## config.mk

```make
export PLATFORM = sky130hd
export DESIGN_NAME = ahb_access_scheduler
export DESIGN_NICKNAME = d
export VERILOG_FILES = /design/src/rtl/ahb_access_scheduler.sv
export SDC_FILE = /design/constraint.sdc
export NUM_CORES = 1
export LEC_CHECK = 0
export ABC_AREA = 1
export CAP_MARGIN = 20
export CORE_UTILIZATION = 45
export DETAILED_ROUTE_END_ITERATION = 6
export PLACE_DENSITY = 0.86
export SETUP_SLACK_MARGIN = 0.02
export SYNTH_ARGS = -nofsm -noshare
export SYNTH_HDL_FRONTEND = slang
export SYNTH_SLANG_ARGS = --single-unit
```

## constraint.sdc

```tcl
create_clock -name clk -period 3.55 [get_ports clk]
set_input_delay 0.355 -clock clk [delete_from_list [all_inputs] [get_ports clk]]
set_output_delay 0.355 -clock clk [all_outputs]
set_load 0.02 [all_outputs]
```

## src/rtl/ahb_access_scheduler.sv

```systemverilog
// ahb_access_scheduler: arbitrates Sobel read and writeback requests onto a single AHB master port
module ahb_access_scheduler #(
  parameter int TIMEOUT_CYCLES = 64
) (
  input  logic        clk,
  input  logic        n_rst,
  input  logic        rd_req,
  input  logic [19:0] rd_pixNum,
  output logic        rd_done,
  output logic [31:0] rd_data,
  input  logic        wr_req,
  input  logic [19:0] wr_pixNum,
  input  logic [31:0] wr_data,
  output logic        wr_done,
  output logic        err,
  output logic [1:0]  mode,
  output logic [19:0] pixNum,
  output logic [31:0] wdata,
  output logic [1:0]  size,
  output logic        startAddr_sel,
  input  logic        data_feedback,
  input  logic [31:0] rdata,
  output logic        busy
);
  typedef enum logic [2:0] {IDLE, ISSUE_RD, WAIT_RD, ISSUE_WR, WAIT_WR} state_t;
  localparam logic [7:0] LAST = 8'(TIMEOUT_CYCLES - 1);
  state_t      state_q, state_d;
  logic [7:0]  cnt_q, cnt_d;
  logic        last_wr_q, last_wr_d;
  logic [19:0] pix_q, pix_d;
  logic [31:0] wdata_q, wdata_d, rd_data_q, rd_data_d;
  logic [1:0]  size_q, size_d;
  logic        sel_q, sel_d, rd_done_q, rd_done_d, wr_done_q, wr_done_d, err_q, err_d;
  // state and output registers; reset aborts any transfer without a done pulse
  always_ff @(posedge clk or negedge n_rst) begin
    if (!n_rst) begin
      state_q   <= IDLE;
      cnt_q     <= '0;
      last_wr_q <= 1'b1;
      pix_q     <= '0;
      wdata_q   <= '0;
      rd_data_q <= '0;
      size_q    <= '0;
      sel_q     <= 1'b0;
      rd_done_q <= 1'b0;
      wr_done_q <= 1'b0;
      err_q     <= 1'b0;
    end else begin
      state_q   <= state_d;
      cnt_q     <= cnt_d;
      last_wr_q <= last_wr_d;
      pix_q     <= pix_d;
      wdata_q   <= wdata_d;
      rd_data_q <= rd_data_d;
      size_q    <= size_d;
      sel_q     <= sel_d;
      rd_done_q <= rd_done_d;
      wr_done_q <= wr_done_d;
      err_q     <= err_d;
    end
  end
  // next state: round-robin grant in IDLE, one-cycle issue, wait for feedback or timeout
  always_comb begin
    state_d   = state_q;
    cnt_d     = cnt_q;
    last_wr_d = last_wr_q;
    pix_d     = pix_q;
    wdata_d   = wdata_q;
    rd_data_d = rd_data_q;
    size_d    = size_q;
    sel_d     = sel_q;
    rd_done_d = 1'b0;
    wr_done_d = 1'b0;
    err_d     = 1'b0;
    case (state_q)
      IDLE: begin
        if (rd_req && (!wr_req || last_wr_q)) begin
          state_d   = ISSUE_RD;
          last_wr_d = 1'b0;
          pix_d     = rd_pixNum;
          size_d    = 2'b10;
          sel_d     = 1'b0;
        end else if (wr_req) begin
          state_d   = ISSUE_WR;
          last_wr_d = 1'b1;
          pix_d     = wr_pixNum;
          wdata_d   = wr_data;
          size_d    = 2'b00;
          sel_d     = 1'b1;
        end
      end
      ISSUE_RD: begin
        state_d = WAIT_RD;
        cnt_d   = '0;
      end
      ISSUE_WR: begin
        state_d = WAIT_WR;
        cnt_d   = '0;
      end
      WAIT_RD: begin
        if (data_feedback || cnt_q == LAST) begin
          state_d   = IDLE;
          rd_done_d = 1'b1;
          err_d     = !data_feedback;
          rd_data_d = data_feedback ? rdata : '0;
        end else cnt_d = cnt_q + 8'd1;
      end
      WAIT_WR: begin
        if (data_feedback || cnt_q == LAST) begin
          state_d   = IDLE;
          wr_done_d = 1'b1;
          err_d     = !data_feedback;
        end else cnt_d = cnt_q + 8'd1;
      end
      default: state_d = IDLE;
    endcase
  end
  assign mode          = state_q == ISSUE_RD ? 2'b01 : state_q == ISSUE_WR ? 2'b10 : 2'b00;
  assign busy          = state_q != IDLE;
  assign pixNum        = pix_q;
  assign wdata         = wdata_q;
  assign size          = size_q;
  assign startAddr_sel = sel_q;
  assign rd_data       = rd_data_q;
  assign rd_done       = rd_done_q;
  assign wr_done       = wr_done_q;
  assign err           = err_q;
endmodule
```

==> qor.yml, run 1 <==
status: "complete, no violations"
n_fill_cell: 669
fin_crit_ps: 2310
synth_cell_types: 22
ys_warn_count: 0
p_switching_mw: 2.38
path_class: "reg2reg"
p_sw_share_pct: 42.2
p_leak_nw: 3.33
antenna_found_initial: 0
slew_viol_final: 0
layout_commonest_cell: "nand2_1"
numCtsBuffers: 9
hpwl_um: 8840
pwr-share-seq_pct: 34.5
tightest_slew_ps: 1020
grt_max_degree: 56
power_mw: 5.63
die-area_um2: 10300
regArea_um2: 2530
grt_pass1_wl_um: 19000
die_w_um: 102
drive_gt1_share_pct: 3.89
core_um2: 9420
cts_setup_buffers: 0
antenna_cells: 0
grt_setup_unrepaired: "false"
h-tree-depth: 3
synth_cells: 553
setup_viol_count_final: 0
p_int_mw: 3.25
cts_hold_buf: 1
hold_class: "in2async"
pwr-share-clk_pct: 13.6
synth_nets: 663
grt_use_total_pct: 23.7
synth_seq_cells: 101
ant_nets: 0
p_per_area_nw_per_um2: 837
num-nets-final: 850
cts.sinks: 101
dieHeight_um: 102
path_clk_slew_ps: 100
timing.final.ws_setup_ps: 1240
drt-initial-drc-count: 169
critPathRequiredTime_ps: 3800
fin_worst_skew_ps: 15.1
wl_per_cell_um: 13.9
synth-seq-area-share_pct: 56.6
multi_input_area_um2: 1610
gp_congestion: 0.912
final_cell_mix: "247 x nand2_1, 199 x clkdlybuf4s50_1, 100 x dfrtp_1"
start_util_pct: 47.4
end_kind: "flip-flop"
clock_path_buffers: 2
portBuffers: 200
relSlewSlack_pct: 31.6
dp_slack_ps: 1030
num_rows: 35
routed_wirelength_um: 12100
drc_errors: 0
routed-via-count: 4265
tns_ps: 0
hold_viol: 0
final.period_utilization_pct: 65.1
crit_path_start_kind: "flip-flop"
synth.avg_cell_area_um2: 8.07
maxCapViolations: 0
grt_overflow_total: 0
cts_tree: "built"
cts_root_buf: "clkbuf_8"
grt_pass1_vias: 4089
area_delta_synth_final_pct: 50.6
io_pins: 202
crit_arrival_ps: 2560
syn_area_um2: 4460
crit_fanout: 35
combPwrFrac_pct: 51.9
clock_latency_ps: 360
cts_resized: 0
routed_via_density: 4.88
detail_route.first_pass.iterations: 4
fmax_ghz: 0.433
ir_drop_uv: 464
## power by group through the flow
| stage | Sequential (mW) | Clock, mW | Combinational (mW) |
|---|---|---|---|
| 2_1_floorplan | 2.50 | 0 | 1.04 |
| 3_3_place_gp | 1.93 | 0 | 2.86 |
| 3_5_place_dp | 1.95 | 0 | 2.94 |
| 4_1_cts | 1.94 | 0.786 | 2.95 |
| 5_1_grt | 2.00 | 0.833 | 3.18 |
| 6_report | 1.94 | 0.765 | 2.92 |
## metal layers
layer / up-vias / GRT usage, % / routed length (µm)
met5: - / 0 / 0
met4: 0 / 10.4 / 336
met3: 25 / 8.14 / 1140
met2: 179 / 40.0 / 5840
met1: 1974 / 27.4 / 4800
li1: 2087 / - / -
## stage by stage
step	util, %	hold slack, ps	area [µm²]	std cells
detailed placement	69.0	316	6500	857
global route	71.4	493	6720	874
floorplan	-	59.4	4460	553
finish	71.4	471	6720	874
global placement	69.0	316	6500	857
CTS	71.4	470	6720	874
## final timing paths
kind                                    startpoint                       to  slack [ps]  cells after the start
max                         state_q[2]$_DFFE_PN0P_    wdata[19]$_DFFE_PN0P_        1240                      6
min reg2reg                rd_data[17]$_DFFE_PN0P_  rd_data[17]$_DFFE_PN0P_         480                      2
max in group asynchronous                    n_rst    last_wr_q$_DFFE_PN1P_        2260                      3
min in group clk           rd_data[17]$_DFFE_PN0P_  rd_data[17]$_DFFE_PN0P_         480                      2
min                                          n_rst  rd_data[22]$_DFFE_PN0P_         470                      2
max reg2reg                 state_q[2]$_DFFE_PN0P_    wdata[19]$_DFFE_PN0P_        1240                      6
## worst max-delay path, stage by stage (launching register included)
cell	delay (ps)
dfrtp_1	430
nor2_2	200
nand2_2	130
a21oi_4	560
nand2_2	570
nand2_1	220
nand2_1	80
## synthesized netlist by cell type
library cell | count | area [µm²]
nand2_2 | 2 | 12.5
buf_2 | 17 | 85.1
inv_1 | 40 | 150
nand4_1 | 1 | 6.26
ha_1 | 1 | 12.5
dfrtp_1 | 100 | 2500
nor3_1 | 1 | 5.00
o21ai_0 | 23 | 115
clkbuf_1 | 7 | 26.3
nor2_1 | 15 | 56.3
xor2_1 | 2 | 17.5
buf_6 | 4 | 45.0
a21oi_4 | 1 | 16.3
nor2_2 | 1 | 6.26
nand2_1 | 248 | 931
dfstp_2 | 1 | 26.3
o21a_1 | 1 | 7.51
buf_4 | 2 | 15.0
conb_1 | 1 | 3.75
a21oi_1 | 4 | 20.0
nand3_1 | 80 | 400
buf_1 | 1 | 3.75
## cell families (layout without fill, tap and decap cells)
kind of cell,Yosys count,count (layout),share of synthesized area [%]
XOR/XNOR,2,2,0.392
other,1,1,0.0840
AO/OA/AOI/OAI,29,29,3.56
AND/OR/NAND/NOR,348,348,31.8
buffers and inverters,71,263,7.29
flip-flops,101,101,56.6
adder cells (fa/ha/maj),1,1,0.280
## final cells by class
| cell class | count | area share, % |
|---|---|---|
| clock buffer | 10 | 2.05 |
| clock inverter | 6 | 1.17 |
| inverter | 40 | 2.23 |
| sequential | 101 | 37.6 |
| multi-input combinational | 381 | 24.0 |
| tap | 129 | 2.40 |
| timing repair buffer | 207 | 30.6 |
## state kept, by name (all words and copies together), names as in the netlist, 3 cells and up
signal / cells
pixNum: 20
state_q: 3
cnt_q: 8
wdata: 32
rd_data: 32
No activity file was read; power rests on OpenSTA's default activity.
==> run 2: changes to the inputs <==
--- a/config.mk
+++ b/config.mk
@@ -7,9 +7,9 @@
 export LEC_CHECK = 0
 export ABC_AREA = 1
 export CAP_MARGIN = 20
-export CORE_UTILIZATION = 45
+export CORE_UTILIZATION = 38
 export DETAILED_ROUTE_END_ITERATION = 6
-export PLACE_DENSITY = 0.86
+export PLACE_DENSITY = 0.77
 export SETUP_SLACK_MARGIN = 0.02
 export SYNTH_ARGS = -nofsm -noshare
 export SYNTH_HDL_FRONTEND = slang
==> constraint.sdc (replaced) <==
create_clock -name clk -period 2.08 [get_ports clk]
set_input_delay 0.208 -clock clk [delete_from_list [all_inputs] [get_ports clk]]
set_output_delay 0.208 -clock clk [all_outputs]
set_load 0.02 [all_outputs]
==> run 2 against run 1 <==
Non-clock buffer count up 4. Critical path type is now reg2out. Die area up 18%. Cell count up 2.1%. Worst setup slack worse by 1100 ps. Critical endpoint is now mode[0].
==> qor.yml, run 2 (synthesized netlist as in run 1, its figures left out) <==
numCtsBuffers: 9  # unchanged
die-area_um2: 12200  # was 10300 µm²
drt-initial-drc-count: 255  # was 169
path_clk_slew_ps: 60  # was 100 ps
status: "complete, no violations"  # unchanged
p_switching_mw: 4.00  # was 2.38 mW
cts_root_buf: "clkbuf_16"  # was clkbuf_8
path_class: "reg2out"  # was reg2reg
cts_resized: 0  # unchanged
pwr-share-seq_pct: 33.0  # was 34.5%
final_cells: 892  # was 874
num_rows: 39  # was 35
dieHeight_um: 110  # was 102 µm
crit_path_start_kind: "flip-flop"  # unchanged
detail_route.first_pass.iterations: 4  # unchanged
antenna_found_initial: 0  # unchanged
layout_commonest_cell: "nand2_1"  # unchanged
h-tree-depth: 3  # unchanged
timing.final.ws_setup_ps: 156  # was 1240 ps
worstPathCellList: "inv_1 > nand2_1 > nor2_1 > clkdlybuf4s50_1"  # was nor2_2 > nand2_2 > a21oi_4 > nand2_2 > nand2_1 > nand2_1
fin_worst_skew_ps: 4.51  # was 15.1 ps
drc_errors: 0  # unchanged
utilization_pct: 60.6  # was 71.4%
antenna_cells: 0  # unchanged
grt_use_total_pct: 19.2  # was 23.7%
slew_viol_final: 0  # unchanged
tns_ps: 0  # unchanged
dp_slack_ps: 249  # was 1030 ps
gp_congestion: 0.836  # was 0.912
fin_crit_ps: 1920
crit_arrival_ps: 1720  # was 2560 ps
tightest_slew_ps: 627  # was 1020 ps
p_int_mw: 6.07  # was 3.25 mW
holdWs_ps: 379  # was 471 ps
crit_fanout: 5  # was 35
dp_cells: 875  # was 857
drive_gt1_share_pct: 4.27  # was 3.89%
power_mw: 10.1  # was 5.63 mW
die_w_um: 110  # was 102 µm
setup_viol_count_final: 0  # unchanged
wl_per_cell_um: 13.3  # was 13.9 µm
cts_tree: "built"  # unchanged
cts.sinks: 101  # unchanged
p_per_area_nw_per_um2: 1460  # was 837 nW/µm²
core_um2: 11400  # was 9420 µm²
end_kind: "primary output"  # was flip-flop
p_sw_share_pct: 39.7  # was 42.2%
portBuffers: 200  # unchanged
ir_drop_uv: 754  # was 464 µV
place_area_um2: 6600  # was 6500 µm²
relSlewSlack_pct: 58.1  # was 31.6%
grt_max_degree: 76  # was 56
pwr-share-clk_pct: 17.0  # was 13.6%
p_leak_nw: 3.40  # was 3.33 nW
grt_pass1_wl_um: 18000  # was 19000 µm
routed_wirelength_um: 11900  # was 12100 µm
num-nets-final: 854  # was 850
ant_nets: 0  # unchanged
slowest_stage: "clkdlybuf4s50_1"  # was nand2_2
clock_path_buffers: 2  # unchanged
final.period_utilization_pct: 92.5
grt_pass1_vias: 3849  # was 4089
combPwrFrac_pct: 50.1  # was 51.9%
fin_area_um2: 6920  # was 6720 µm²
crit_buf_inv: 2  # was 0
worst_path_largest_cell_delay_ps: 660  # was 570 ps
hold_viol: 0  # unchanged
start_util_pct: 39.1  # was 47.4%
cts_hold_buf: 1  # unchanged
io_pins: 202  # unchanged
grt_setup_unrepaired: "false"  # unchanged
area_delta_synth_final_pct: 55.0  # was 50.6%
clock_latency_ps: 340  # was 360 ps
hpwl_um: 8590  # was 8840 µm
crit_family: "buffers and inverters"  # was simple AND/OR/NAND/NOR gates
grt_overflow_total: 0  # unchanged
hold_class: "in2async"  # unchanged
maxCapViolations: 0  # unchanged
fmax_ghz: 0.520
final_cell_mix: "247 x nand2_1, 199 x clkdlybuf4s50_1, 100 x dfrtp_1"  # unchanged
routed-via-count: 4222  # was 4265
routed_via_density: 4.73  # was 4.88
critPathRequiredTime_ps: 1870  # was 3800 ps
cts_setup_buffers: 0  # unchanged
rrSetupSlack_ps: 360  # was 1240 ps
-- run 2: changes by cell type in the layout (fill, tap and decap cells not counted) --
| cell | delta |
|---|---|
| clkbuf_8 | -7 |
| clkbuf_1 | +1 |
| clkinv_2 | +1 |
| clkinvlp_4 | +1 |
| clkbuf_16 | +9 |
| inv_8 | -2 |
| clkinv_4 | -3 |
| buf_12 | +4 |
-- run 2: layer usage --
metal	up-vias	wire length, µm	share of wire, %	track usage (%)
met5	-	0	0	0
met4	0	261	2.2	8.83
met3	18	974	8.2	4.70
met2	188	5460	46	31.0
met1	1917	5190	44	24.2
li1	2099	-	-	-
-- run 2: final cells by class --
| cell class | count | area, µm² |
|---|---|---|
| fillers | 976 | 4500 |
| flip-flops and latches | 101 | 2530 |
| repair buffers | 211 | 2130 |
| multi-input cells | 381 | 1610 |
| clock buffers | 13 | 270 |
| well taps | 143 | 179 |
| inverters | 40 | 150 |
| clock inverters | 3 | 42.5 |
-- run 2: power groups by stage --
| stage | Clock [mW] | Combinational (mW) | Sequential (mW) |
|---|---|---|---|
| 4_1_cts | 1.77 | 5.10 | 3.33 |
| 6_report | 1.71 | 5.04 | 3.32 |
| 3_5_place_dp | 0 | 5.10 | 3.33 |
| 3_3_place_gp | 0 | 4.99 | 3.31 |
| 2_1_floorplan | 0 | 1.78 | 4.26 |
| 5_1_grt | 1.84 | 5.52 | 3.42 |
-- run 2: worst reg2reg max path, cell delays in order, from the launching register on --
cell and delay [ps]:
dfrtp_1 440, ha_1 260, nand3_1 130, inv_1 80
nand2_1 110, nand3_1 200, nand2_1 290, nand2_1 80
nand2_1 70
-- run 2: path summary, 6_finish.rpt --
kind | from | endpoint | depth (start not counted)
worst max-delay path | state_q[1]$_DFFE_PN0P_ | mode[0] | 4
worst min-delay path | n_rst | rd_data[27]$_DFFE_PN0P_ | 2
worst max register to register | cnt_q[0]$_DFFE_PN0P_ | cnt_q[6]$_DFFE_PN0P_ | 8
worst min register to register | rd_data[26]$_DFFE_PN0P_ | rd_data[26]$_DFFE_PN0P_ | 2
max in group asynchronous | n_rst | pixNum[12]$_DFFE_PN0P_ | 3
min in group clk | wr_data[14] | wdata[14]$_DFFE_PN0P_ | 3
==> run 3: changes to the inputs <==
==> constraint.sdc (replaced) <==
create_clock -name clk -period 2.08 [get_ports clk]
set_input_delay 0.208 -clock clk [delete_from_list [all_inputs] [get_ports clk]]
set_output_delay 0.208 -clock clk [all_outputs]
set_load 0.005 [all_outputs]
==> run 3 against run 2 <==
Hold slack gained 43 ps. Clock-buffer cell count decreased by 3. Combinational power shrank 19%. Clock skew increased by 5.0 ps. Maximum frequency increased by 3.0%. Wire length hardly changed.
==> qor.yml, run 3 (synthesized netlist as in run 1, its figures left out) <==
timing.final.ws_setup_ps: 212  # was 156 ps
num-nets-final: 855  # was 854
final.period_utilization_pct: 89.8  # was 92.5%
routed-via-count: 4224  # was 4222
die_w_um: 110  # unchanged
hold_class: "in2async"  # unchanged
start_util_pct: 39.1  # unchanged
relSlewSlack_pct: 57.0  # was 58.1%
n_fill_cell: 1003  # was 976
layout_commonest_cell: "nand2_1"  # unchanged
grt_pass1_wl_um: 18700  # was 18000 µm
rrSetupSlack_ps: 320  # was 360 ps
wl_per_cell_um: 13.3  # about the same
multi_input_area_um2: 1610  # unchanged
portBuffers: 200  # unchanged
p_per_area_nw_per_um2: 1320  # was 1460 nW/µm²
fin_worst_skew_ps: 9.47  # was 4.51 ps
combPwrFrac_pct: 45.0  # was 50.1%
cts_root_buf: "clkbuf_16"  # unchanged
crit_start: "state_q[1]$_DFFE_PN0P_"  # unchanged
antenna_cells: 0  # unchanged
crit_fanout: 5  # unchanged
critPathRequiredTime_ps: 1870  # about the same
path_clk_slew_ps: 70  # was 60 ps
antenna_found_initial: 0  # unchanged
ff2ff_path_depth: 8  # unchanged
routed_wirelength_um: 11900  # about the same
pwr-share-seq_pct: 36.6  # was 33.0%
dieHeight_um: 110  # unchanged
fmax_ghz: 0.535  # was 0.520 GHz
cts_resized: 0  # unchanged
drt-initial-drc-count: 274  # was 255
detail_route.first_pass.iterations: 4  # unchanged
grt_max_degree: 76  # unchanged
die-area_um2: 12200  # unchanged
maxCapViolations: 0  # unchanged
crit_path_end: "mode[0]"  # unchanged
regArea_um2: 2530  # unchanged
p_switching_mw: 3.11  # was 4.00 mW
path_class: "reg2out"  # unchanged
tns_ps: 0  # unchanged
status: "complete, no violations"  # unchanged
core_um2: 11400  # unchanged
utilization_pct: 60.4  # was 60.6%
r2r-start: "last_wr_q$_DFFE_PN1P_"  # was cnt_q[0]$_DFFE_PN0P_
drive_gt1_share_pct: 4.40  # was 4.27%
gp_congestion: 0.812  # was 0.836
p_sw_share_pct: 34.3  # was 39.7%
fin_crit_ps: 1870  # was 1920 ps
dp_slack_ps: 190  # was 249 ps
grt_setup_unrepaired: "false"  # unchanged
drc_errors: 0  # unchanged
slew_viol_final: 0  # unchanged
pwr-share-clk_pct: 18.4  # was 17.0%
ant_nets: 0  # unchanged
final_cell_mix: "247 x nand2_1, 199 x clkdlybuf4s50_1, 100 x dfrtp_1"  # unchanged
r2r_end: "pixNum[8]$_DFFE_PN0P_"  # was cnt_q[6]$_DFFE_PN0P_
routed_via_density: 4.73  # about the same
clock_path_buffers: 2  # unchanged
numCtsBuffers: 9  # unchanged
setup_viol_count_final: 0  # unchanged
p_int_mw: 5.96  # was 6.07 mW
area_delta_synth_final_pct: 54.5  # was 55.0%
hold_viol: 0  # unchanged
grt_use_total_pct: 19.9  # was 19.2%
tightest_slew_ps: 645  # was 627 ps
io_pins: 202  # unchanged
crit_path_start_kind: "flip-flop"  # unchanged
cts.sinks: 101  # unchanged
grt_overflow_total: 0  # unchanged
h-tree-depth: 3  # unchanged
hpwl_um: 8570  # was 8590 µm
cts_tree: "built"  # unchanged
clock_latency_ps: 340  # about the same
num_rows: 39  # unchanged
grt_pass1_vias: 4024  # was 3849
p_leak_nw: 3.40  # about the same
end_kind: "primary output"  # unchanged
crit_arrival_ps: 1660  # was 1720 ps
ir_drop_uv: 735  # was 754 µV
## run 3: layout make-up
type	count	share of cell area (%)
tap	143	2.59
sequential	101	36.7
clock inverter	6	0.998
timing repair buffer	212	30.9
clock buffer	10	3.32
inverter	40	2.18
multi-input combinational	381	23.4
## run 3: worst min path at each step
stage	from	to	slack [ps]	depth (start not counted)
after floorplan	n_rst	cnt_q[0]$_DFFE_PN0P_	-90	0
after global placement	n_rst	rd_data[26]$_DFFE_PN0P_	260	1
after detailed placement	n_rst	rd_data[26]$_DFFE_PN0P_	270	1
after CTS	wr_data[7]	wdata[7]$_DFFE_PN0P_	410	3
after global routing	wr_data[0]	wdata[0]$_DFFE_PN0P_	420	3
final	n_rst	rd_data[26]$_DFFE_PN0P_	420	2
## run 3: what timing repair did
| item | in CTS | in global routing |
|---|---|---|
| hold buffers | 1 | 0 |
| buffers inserted | 0 | 0 |
| endpoints found under the hold margin | 42 | 0 |
## run 3: through the flow
step / cells / instance area (µm²) / hold slack, ps / power [mW]
global placement: 876 / 6590 / 261 / 7.33
finish: 893 / 6900 / 422 / 9.07
CTS: 893 / 6900 / 415 / 9.18
detailed placement: 876 / 6590 / 267 / 7.46
global route: 893 / 6900 / 421 / 9.80
floorplan: 553 / 4460 / -87.6 / 5.11
## run 3: routing by layer
layer | global-route usage (%) | wire (µm) | vias to the layer above
met5 | 0 | 0 | -
met4 | 6.30 | 114 | 0
met3 | 4.76 | 855 | 10
met2 | 33.4 | 5570 | 163
met1 | 25.4 | 5350 | 1949
li1 | - | - | 2102
## run 3: critical path: stages, from the launching register on
cell and delay, ps:
dfrtp_1 400, inv_1 150, nand2_1 90, nor2_1 100
clkdlybuf4s50_1 580
## run 3: power groups by stage
stage	combinational [mW]	sequential (mW)	clock, mW
4_1_cts	4.14	3.32	1.72
6_report	4.09	3.32	1.67
2_1_floorplan	1.75	3.36	0
3_5_place_dp	4.13	3.32	0
3_3_place_gp	4.02	3.31	0
5_1_grt	4.57	3.42	1.81
==> variant, RTL diff (flow settings as in run 3) <==
The output `err` loses its register stage (`err_q` becomes a continuous assignment).
--- a/src/rtl/ahb_access_scheduler.sv
+++ b/src/rtl/ahb_access_scheduler.sv
@@ -44,7 +44,6 @@
       sel_q     <= 1'b0;
       rd_done_q <= 1'b0;
       wr_done_q <= 1'b0;
-      err_q     <= 1'b0;
     end else begin
       state_q   <= state_d;
       cnt_q     <= cnt_d;
@@ -56,9 +55,10 @@
       sel_q     <= sel_d;
       rd_done_q <= rd_done_d;
       wr_done_q <= wr_done_d;
-      err_q     <= err_d;
     end
   end
+
+  assign err_q = err_d;
   // next state: round-robin grant in IDLE, one-cycle issue, wait for feedback or timeout
   always_comb begin
     state_d   = state_q;
Formal check against the unedited RTL: no difference found for any inputs over 4 cycles, from zero or initial values and one cycle with n_rst low; that may be too few to reach the edited logic, so the function may still have changed.
==> variant against run 3 <==
Clock skew decreased by 0.0016 ns. Routed wire length grew 2.1%. Hold slack got worse by 0.048 ns. Synthesized area down 0.56%. First-iteration DRC count grew 1.8%. Final area is 0.25% higher. Setup slack worse by 0.036 ns. Final cell count unchanged. Total power grew 0.88%. Sequential cell count fell by 1. Critical path type unchanged.
==> variant: results <==
{
  "peakVddDrop_uv": 613.0,
  "yosys.area.top_type_share": 0.5581,
  "pre_cts_ws_ns": 0.1848,
  "placed_cells": 875,
  "grt_pass1_vias": 4089,
  "cts_root_buf": "clkbuf_16",
  "leakage_nw": 3.411,
  "outcome": "completed",
  "drive_gt1_frac": 0.04667,
  "critPathMaxFanout": 4,
  "slowest_delay_ns": 0.39,
  "synth_common_cells": "248 x nand2_1, 99 x dfrtp_1, 80 x nand3_1",
  "place_congestion": 0.9321,
  "vias": 4237,
  "wl_per_cell_um": 13.60,
  "netlist_instances": 552,
  "synth_seq_area_share": 0.5640,
  "grt_max_degree": 74,
  "area_growth_pct": 55.78,
  "wirelength_um": 12140,
  "synth.area.top_cells": "dfrtp_1 56%, nand2_1 21%, nand3_1 9.0%",
  "slew_headroom": 0.5578,
  "first_iter_violations": 279,
  "cpMaxStageDelayCell": "dfrtp_1",
  "grt_first_pass_wirelength_um": 18740,
  "skew_ns": 0.007824,
  "dp_hpwl_um": 8840,
  "syn_nets": 662,
  "io_buffer_count": 200,
  "crit_arrival_ns": 1.70,
  "path_delay_family": "simple AND/OR/NAND/NOR gates",
  "dpl-instance-area_um2": 6578,
  "fill_cells": 982,
  "grt.total_usage": 0.2020
}
## variant: layout make-up
cell class | count | area share
clock buffers | 13 | 0.03908
flip-flops and latches | 100 | 0.3620
well taps | 143 | 0.02587
multi-input cells | 381 | 0.2343
repair buffers | 213 | 0.3107
clock inverters | 3 | 0.006333
inverters | 40 | 0.02171
## variant: worst reg2reg max path, delay by kind of cell, from the launching register on
family	cells	cell delay, ns
DFF	1	0.51
buffers and inverters	2	0.55
and+or+nand+nor	5	0.43
AOI/OAI and AO/OA	1	0.07
## variant: layer usage
| metal | track usage | share of wire |
|---|---|---|
| met1 | 0.2342 | 0.42 |
| met2 | 0.3509 | 0.47 |
| met3 | 0.05703 | 0.088 |
| met4 | 0.08095 | 0.013 |
| met5 | 0 | 0 |
## variant: power breakdown
part	switching (mW)	total [mW]	internal (mW)
registers	0.482	3.29	2.81
clock network	0.675	1.71	1.03
logic	1.94	4.15	2.22
total	3.09	9.15	6.06
## variant: cells by family after synthesis
group                      count (synthesis)  synth area share
buffers and inverters                     71           0.07328
adders and majority gates                  1          0.002818
DFF                                      100            0.5640
other                                      1         0.0008447
and+or+nand+nor                          348            0.3193
xor gates and xnor gates                   2          0.003947
AOI/OAI and AO/OA                         29           0.03580
## variant: final timing paths
path	cells past startpoint	to	start	slack, ns
min in group clk	3	rd_data[27]	rdata[27]	0.43
worst min register to register	2	wdata[4]	wdata[4]	0.47
worst max register to register	8	pixNum[10]	last_wr_q	0.43
worst min-delay path	2	rd_data[23]	n_rst	0.37
worst max-delay path	6	err	cnt_q[1]	0.18
max in group asynchronous	3	wdata[19]	n_rst	1.00
## variant: what timing repair did
item	in CTS	in global routing
setup buffers	1	0
hold buffers	1	0
gates resized for setup	3	0
endpoints found under the hold margin	33	0
setup endpoints to repair	1	0
